==> src/rtl/cla_serial_ctrl.sv <==
// cla_serial_ctrl: multi-cycle add/subtract sequencer. One SLICE_W-bit carry
// look-ahead slice is reused NSLICE times, least-significant slice first, with
// the carry between slices held in a register. start/busy/done handshake.
module cla_serial_ctrl #(
   parameter int DATA_W  = 32,
   parameter int SLICE_W = 4
) (
   input  logic              clk,
   input  logic              reset_n,
   input  logic              start,
   input  logic              op_sub,
   input  logic [DATA_W-1:0] a,
   input  logic [DATA_W-1:0] b,
   output logic              busy,
   output logic              done,
   output logic [DATA_W-1:0] result,
   output logic              co,
   output logic              ov
);

   localparam int NSLICE = DATA_W / SLICE_W;
   localparam int IDX_W  = (NSLICE > 1) ? $clog2(NSLICE) : 1;

   typedef enum logic [1:0] {
      IDLE = 2'd0,
      RUN  = 2'd1,
      DONE = 2'd2
   } state_t;

   state_t              state;
   state_t              state_nxt;
   logic [IDX_W-1:0]    idx;
   logic [DATA_W-1:0]   a_r;
   logic [DATA_W-1:0]   b_r;
   logic                cr;
   logic                accept;
   logic                last;
   int                  lsb;

   // Slice datapath signals
   logic [SLICE_W-1:0]  s_a;
   logic [SLICE_W-1:0]  s_b;
   logic [SLICE_W-1:0]  g;
   logic [SLICE_W-1:0]  p;
   logic [SLICE_W:0]    gc;      // {g, carry-in}: gc[0] = cr, gc[j+1] = g[j]
   logic [SLICE_W:0]    c;       // c[0] = carry-in, c[SLICE_W] = slice carry-out
   logic [SLICE_W-1:0]  sum;
   logic                term;

   // Select the active slice of the latched operands
   always_comb begin
      lsb = int'(idx) * SLICE_W;
      s_a = a_r[lsb +: SLICE_W];
      s_b = b_r[lsb +: SLICE_W];
   end

   // Flattened look-ahead: every carry is a sum of products of g/p and the
   // slice carry-in, so no carry ripples through the slice.
   // NOTE: every variable written in a combinational block gets a value on
   // every path (defaults first); otherwise a latch is inferred.
   always_comb begin
      g    = s_a & s_b;
      p    = s_a | s_b;
      gc   = {g, cr};
      c    = '0;
      term = 1'b0;
      c[0] = cr;
      for (int i = 0; i < SLICE_W; i++) begin
         for (int j = 0; j <= i + 1; j++) begin
            term = gc[j];
            for (int k = j; k <= i; k++) begin
               term = term & p[k];
            end
            c[i+1] = c[i+1] | term;
         end
      end
      sum = s_a ^ s_b ^ c[SLICE_W-1:0];
   end

   // Next-state logic and start acceptance
   always_comb begin
      state_nxt = state;
      accept    = 1'b0;
      last      = (idx == IDX_W'(NSLICE - 1));
      case (state)
         IDLE, DONE: begin
            if (start) begin
               accept    = 1'b1;
               state_nxt = RUN;
            end else if (state == DONE) begin
               state_nxt = IDLE;
            end
         end
         RUN: begin
            if (last) state_nxt = DONE;
         end
         default: state_nxt = IDLE;
      endcase
   end

   // State register
   // NOTE: clocked blocks use non-blocking assignments so every register
   // samples pre-edge values regardless of statement order.
   always_ff @(posedge clk) begin
      if (!reset_n) state <= IDLE;
      else          state <= state_nxt;
   end

   // Operand capture; inverting b here turns subtract into add with carry-in 1
   // NOTE: operand registers carry no reset; they are always loaded on an
   // accepted start before the slice ever reads them.
   always_ff @(posedge clk) begin
      if (accept) begin
         a_r <= a;
         b_r <= op_sub ? ~b : b;
      end
   end

   // Slice sequencing: write one slice of result per RUN cycle, carry forward
   always_ff @(posedge clk) begin
      if (!reset_n) begin
         idx    <= '0;
         cr     <= 1'b0;
         result <= '0;
         co     <= 1'b0;
         ov     <= 1'b0;
      end else if (accept) begin
         idx <= '0;
         cr  <= op_sub;
      end else if (state == RUN) begin
         result[lsb +: SLICE_W] <= sum;
         cr                     <= c[SLICE_W];
         idx                    <= idx + 1'b1;
         if (last) begin
            co <= c[SLICE_W];
            ov <= c[SLICE_W-1] ^ c[SLICE_W];
         end
      end
   end

   assign busy = (state == RUN);
   assign done = (state == DONE);

endmodule
==> config.mk <==
export PLATFORM = sky130hd
export DESIGN_NAME = cla_serial_ctrl
export DESIGN_NICKNAME = d
export VERILOG_FILES = /design/src/rtl/cla_serial_ctrl.sv
export SDC_FILE = /design/constraint.sdc
export NUM_CORES = 1
export LEC_CHECK = 0
export CORE_MARGIN = 4
export CORE_UTILIZATION = 51
export CTS_BUF_LIST = sky130_fd_sc_hd__clkbuf_16
export CTS_CLUSTER_DIAMETER = 60
export DETAILED_ROUTE_END_ITERATION = 8
export PLACE_DENSITY = 0.85
export RECOVER_POWER = 25
export SYNTH_ARGS = -nofsm -noshare
export SYNTH_HDL_FRONTEND = slang
export SYNTH_SLANG_ARGS = --single-unit
==> constraint.sdc <==
create_clock -name clk -period 3 [get_ports clk]
set_input_delay 0.3 -clock clk [delete_from_list [all_inputs] [get_ports clk]]
set_output_delay 0.3 -clock clk [all_outputs]
set_load 0.05 [all_outputs]
======== Word level (Yosys, flattened, before mapping) ========
Index checks and enable logic that the tools add are counted.
operators by class
  shift-type cells ........................ 4
  bitwise logic cells ..................... 28
  multiplexer cells ....................... 10
  reduce and logical (&&, ||, !) cells .... 7
  equality and inequality tests ........... 5
  add/sub/neg operators ................... 2
operators with widths
  kind                       count
  $shiftx A32 B6 Y4          2
  $neg A5 Y33                1
  $shift A4 B33 Y32 const A  1
  $shiftx A4 B33 Y32         1
  $bwmux W32                 1
  $mux W32                   1
  $not A32 Y32               1
  $and A1 B1 Y1              10
  $or A1 B1 Y1               10
  $xor A4 B4 Y4              2
  $mux W2                    3
  $and A4 B4 Y4              1
  $mux W1                    4
  $or A4 B4 Y4               1
  $pmux W2 S2                1
  $reduce_and A2 Y1          2
  $reduce_or A2 Y1           2
  $add A3 B1 Y3 const B      1
  $eq A3 B3 Y1 const B       1
  $ne A3 B3 Y1 const B       1
  $reduce_and A3 Y1          1
  $eq A2 B1 Y1 const B       1
  $eq A2 B2 Y1 const B       1
  $logic_not A2 Y1           1
  4 further kinds            5
storage, ports and cells
  output and inout bits ................... 36
  register bits ........................... 104

======== Logic depth before layout (Yosys ltp) ========
Gate-level depths: netlist (run 1).
  depth in word-level cells ............... 12
  gate-level depth with buffers ........... 12

======== Worst setup path before layout (run 1) ========
No wires, ideal clock.
  path kind ............................... reg2reg
  start point ............................. register idx[0]
  end point ............................... register result[19]
  cell stages (with the launch flop) ...... 13
  buffers on the path ..................... 3
  arrival ................................. 2.576 ns
  required time ........................... 2.904 ns
  slack ................................... 0.328 ns
  clock period less this slack ............ 2.672 ns
  cells stage by stage .................... dfxtp_1 > buf_6 > buf_6 > mux4_2 > nand2_1 > and2_1 > inv_1 > ha_1 > nand2b_1 > a31oi_4 > buf_6 > or4_1 > o311ai_1
on the way
  word-level cells in the longest chain between the ends .. 11
  elaborated cells between the ends (all ways) .. 22
  classes of those cells .................. add/sub: 1; shift: 4; mux: 1; bitwise: 16
ends and longest elaborated chain
  what                                         line    RTL
  start: declaration                           32      logic [IDX_W-1:0] idx;
  start signal: assignment                     133     idx <= idx + 1'b1;
  $shiftx A32 B6 Y4, on equally long branches  53, 54
  $or A4 B4 Y4                                 63      p = s_a | s_b;
  $and A1 B1 Y1 (3 in a row)                   72      term = term & p[k];
  $or A1 B1 Y1 (3 in a row)                    74      c[i+1] = c[i+1] | term;
  $xor A4 B4 Y4                                77      sum = s_a ^ s_b ^ c[SLICE_W-1:0];
  $shiftx A4 B33 Y32                           131     result[lsb +: SLICE_W] <= sum;
  $bwmux W32 *                                 131
  end signal: indexed assignment               131
  end: declaration                             16      output logic [DATA_W-1:0] result,
Mark *: on every way between the ends. The rest lies on a longest branch, timed or not.
A chain may end at the register's enable or synchronous reset.

======== Final worst setup path (run 1) ========
  start point ............................. register idx[0]
  end point ............................... register result[11]
Same word-level chain as after synthesis.

==> results_dict.tcl, run 1 <==
set metrics [dict create \
    violations "capacitance limit, slew limit" \
    cts_hold_buffers 0 \
    required_ns 3.24 \
    drv_cap 1 \
    hold_viol 0 \
    hp-start "result[1]" \
    cts.repair.resized 0 \
    synth_cell_type_count 51 \
    seqCellArea_um2 2730 \
    row_count 35 \
    power.density_nw_per_um2 511 \
    slew-limit-headroom_pct -40.0 \
    crit_arrival_ns 2.99 \
    avgSynthCellArea_um2 12.4 \
    clk_pin_slew_worst_paths_ns 0.07 \
    clock_skew_ns 0.0115 \
    r2r-start "idx[0]" \
    synth_top_cell_by_area "edfxtp_1" \
    synth_warnings 0 \
    antenna_found_initial 0 \
    r2r_setup_slack_ns 0.25 \
    die_h_um 106 \
    wl_um 10300 \
    fmax_mhz 364 \
    start_util_pct 52.5 \
    hold_class "reg -> reg" \
    syn_inst 391 \
    timing.final.crit_period_ns 2.75 \
    worstPathCellList "mux4_2 -> nand2_1 -> and2_1 -> inv_1 -> ha_1 -> nand2b_1 -> a31oi_4 -> or2_2 -> o311ai_1" \
    multi_input_area_um2 1920 \
    cts_buffers 9 \
    drc 0 \
    drt-vias-per-instance 5.36 \
    synth_edf_count 64 \
    fin_nets 575 \
    crit_path_start_kind "register" \
    dieArea_um2 11100 \
    grt_pass1_vias 3495 \
    hold_slack_ns 0.454 \
    place_hpwl_um 7520 \
    core-area_um2 9240 \
    place_congestion 0.912 \
    area_growth_pct 29.3 \
    p_leak_nw 2.23 \
    avgRoutedWirePerCell_um 16.5 \
    clockBufferDepth 2 \
    cts_root_buf "clkbuf_16" \
    path_delay_family "simple AND/OR/NAND/NOR gates" \
    first_pass_iters 5 \
    ir_worst_vdd_mv 0.271 \
    drive_gt1_share_pct 10.1 \
    overflow 0 \
    grt_start_max_net_pins 45 \
    yosysMostFrequentCell "edfxtp_1" \
    synth-seq-cells 104 \
    cp_slowest_cell "dfxtp_4" \
    diodes 0 \
    drt_iter0_markers 148 \
    postCtsSetupBuffers 0 \
    synthArstFlopShare_pct 0 \
    cts_tree "yes" \
    htreeDepth 3 \
    clkLatencyLatePin_ns 0.35 \
    pre_cts_ws_ns 0.119 \
    tns_ns 0 \
    clkSinkCount 104 \
    io_buffers 103 \
    path_buf_inv 1 \
    die_x_um 106 \
    synthTopCellsByArea "edfxtp_1 (40%), dfxtp_1 (17%), mux4_2 (6.5%)" \
    num_vias 3348 \
    path_class "reg -> reg" \
    grt_pass1_wl_um 16700 \
    synthTopCellsByCount "edfxtp_1 (64), nand2_1 (46), dfxtp_1 (40), xor2_1 (32), nand3_1 (31)" \
    cpPeakStageDelay_ns 0.56 \
    setup_viol 0 \
    ys.flop_type "edfxtp_1" \
    crit_fanout 17 \
    cp-startpoint "idx[0]" \
    grt_usage_pct 18.9 \
    io_pins 104 \
    crit_path_end_kind "register" \
    setup_ws_ns 0.249 \
    netlist_area_um2 4850 \
    finalMaxSlewViolations 34 \
    fin_crit_sh_pct 91.7 \
    rsz0062_at_grt "no" \
    outcome "finished, violations left" \
    nFillCells 652 \
    detail-route-antenna-nets 0 \
    synth_top_area_share_pct 39.6 \
    synth-seq-area-share_pct 56.2 \
    syn-num-nets 475 \
    worst_pin_slew_ns 2.10 \
]
==> worst paths after layout <==
path                                    to  cells after the start
worst max register to register  result[11]                      9
worst min register to register   result[1]                      2
worst max-delay path            result[11]                      9
worst min-delay path             result[1]                      2
==> layer usage <==
| layer | GRT usage, % | part of all wire [%] |
|---|---|---|
| met1 | 22.1 | 41 |
| met2 | 34.0 | 50 |
| met3 | 4.90 | 6.9 |
| met5 | 0 | 0 |
| met4 | 5.92 | 1.8 |
==> cell type report <==
cell class              count  area share [%]
repair buffers            111            17.7
inverters                  17            1.06
multi-input cells         248            30.7
well taps                 129            2.57
clock inverters             7           0.878
flip-flops and latches    104            43.5
clock buffers               9            3.59
==> cell families (layout without fill, tap and decap cells) <==
group | count (synthesis) | after routing | share of synthesized area [%]
XOR/XNOR | 33 | 33 | 5.96
AND/OR/NAND/NOR | 129 | 129 | 14.2
flip-flops | 104 | 104 | 56.2
multiplexers | 18 | 18 | 8.00
AO/OA/AOI/OAI | 52 | 52 | 7.28
buffers and inverters | 39 | 144 | 4.15
adder cells (fa/ha/maj) | 16 | 16 | 4.28
==> placed cells by master (no fill, tap or decap), drive strengths merged, types with 3 or more instances in the layout <==
cell type      count
clkdlybuf4s50     70
edfxtp            64
nand2             46
dfxtp             40
xor2              32
dlygate4sd3       32
nand3             31
a21oi             18
inv               17
mux4              16
ha                15
and2              10
nor2              10
clkbuf            10
o311ai             8
buf                8
o211ai             7
and3               6
o31ai              6
clkinv             6
o21ai              5
nand2b             4
a31oi              4
nor3b              3
or2                3
or3b               3
==> tightest hold or removal path: stages, from the launching register on <==
cell and delay (ns):
dfxtp_1 0.31, nand2_1 0.05, a21oi_1 0.05
==> registers in the layout, summed over array words and instances, names as in the netlist <==
| register | count |
|---|---|
| a_r | 32 |
| b_r | 32 |
| co | 1 |
| cr | 1 |
| idx | 3 |
| ov | 1 |
| result | 32 |
| state | 2 |
==> report_power, final <==
part / leakage, nW / switching (mW) / total [mW] / internal, mW
Combinational: 1.16 / 0.257 / 0.473 / 0.216
Sequential: 0.936 / 0.0308 / 1.64 / 1.61
Clock: 0.134 / 0.524 / 1.09 / 0.570
Total: 2.23 / 0.812 / 3.20 / 2.39
==> per-stage QoR <==
stage	instances	util (%)	total power [mW]	instance area, µm²
2_1_floorplan	391	-	1.95	4850
3_3_place_gp	609	64.8	2.12	5990
3_5_place_dp	609	64.8	2.14	5990
4_1_cts	625	67.8	3.23	6270
5_1_grt	625	67.8	3.31	6270
6_report	625	67.8	3.20	6270
No activity file was read; power rests on OpenSTA's default activity.
==> inputs of run 2 (changes only) <==
CAP_MARGIN = 20   (was unset)
==> results of run 2 <==
Same layout as run 1: the final DEF is identical, and so are final timing and power.
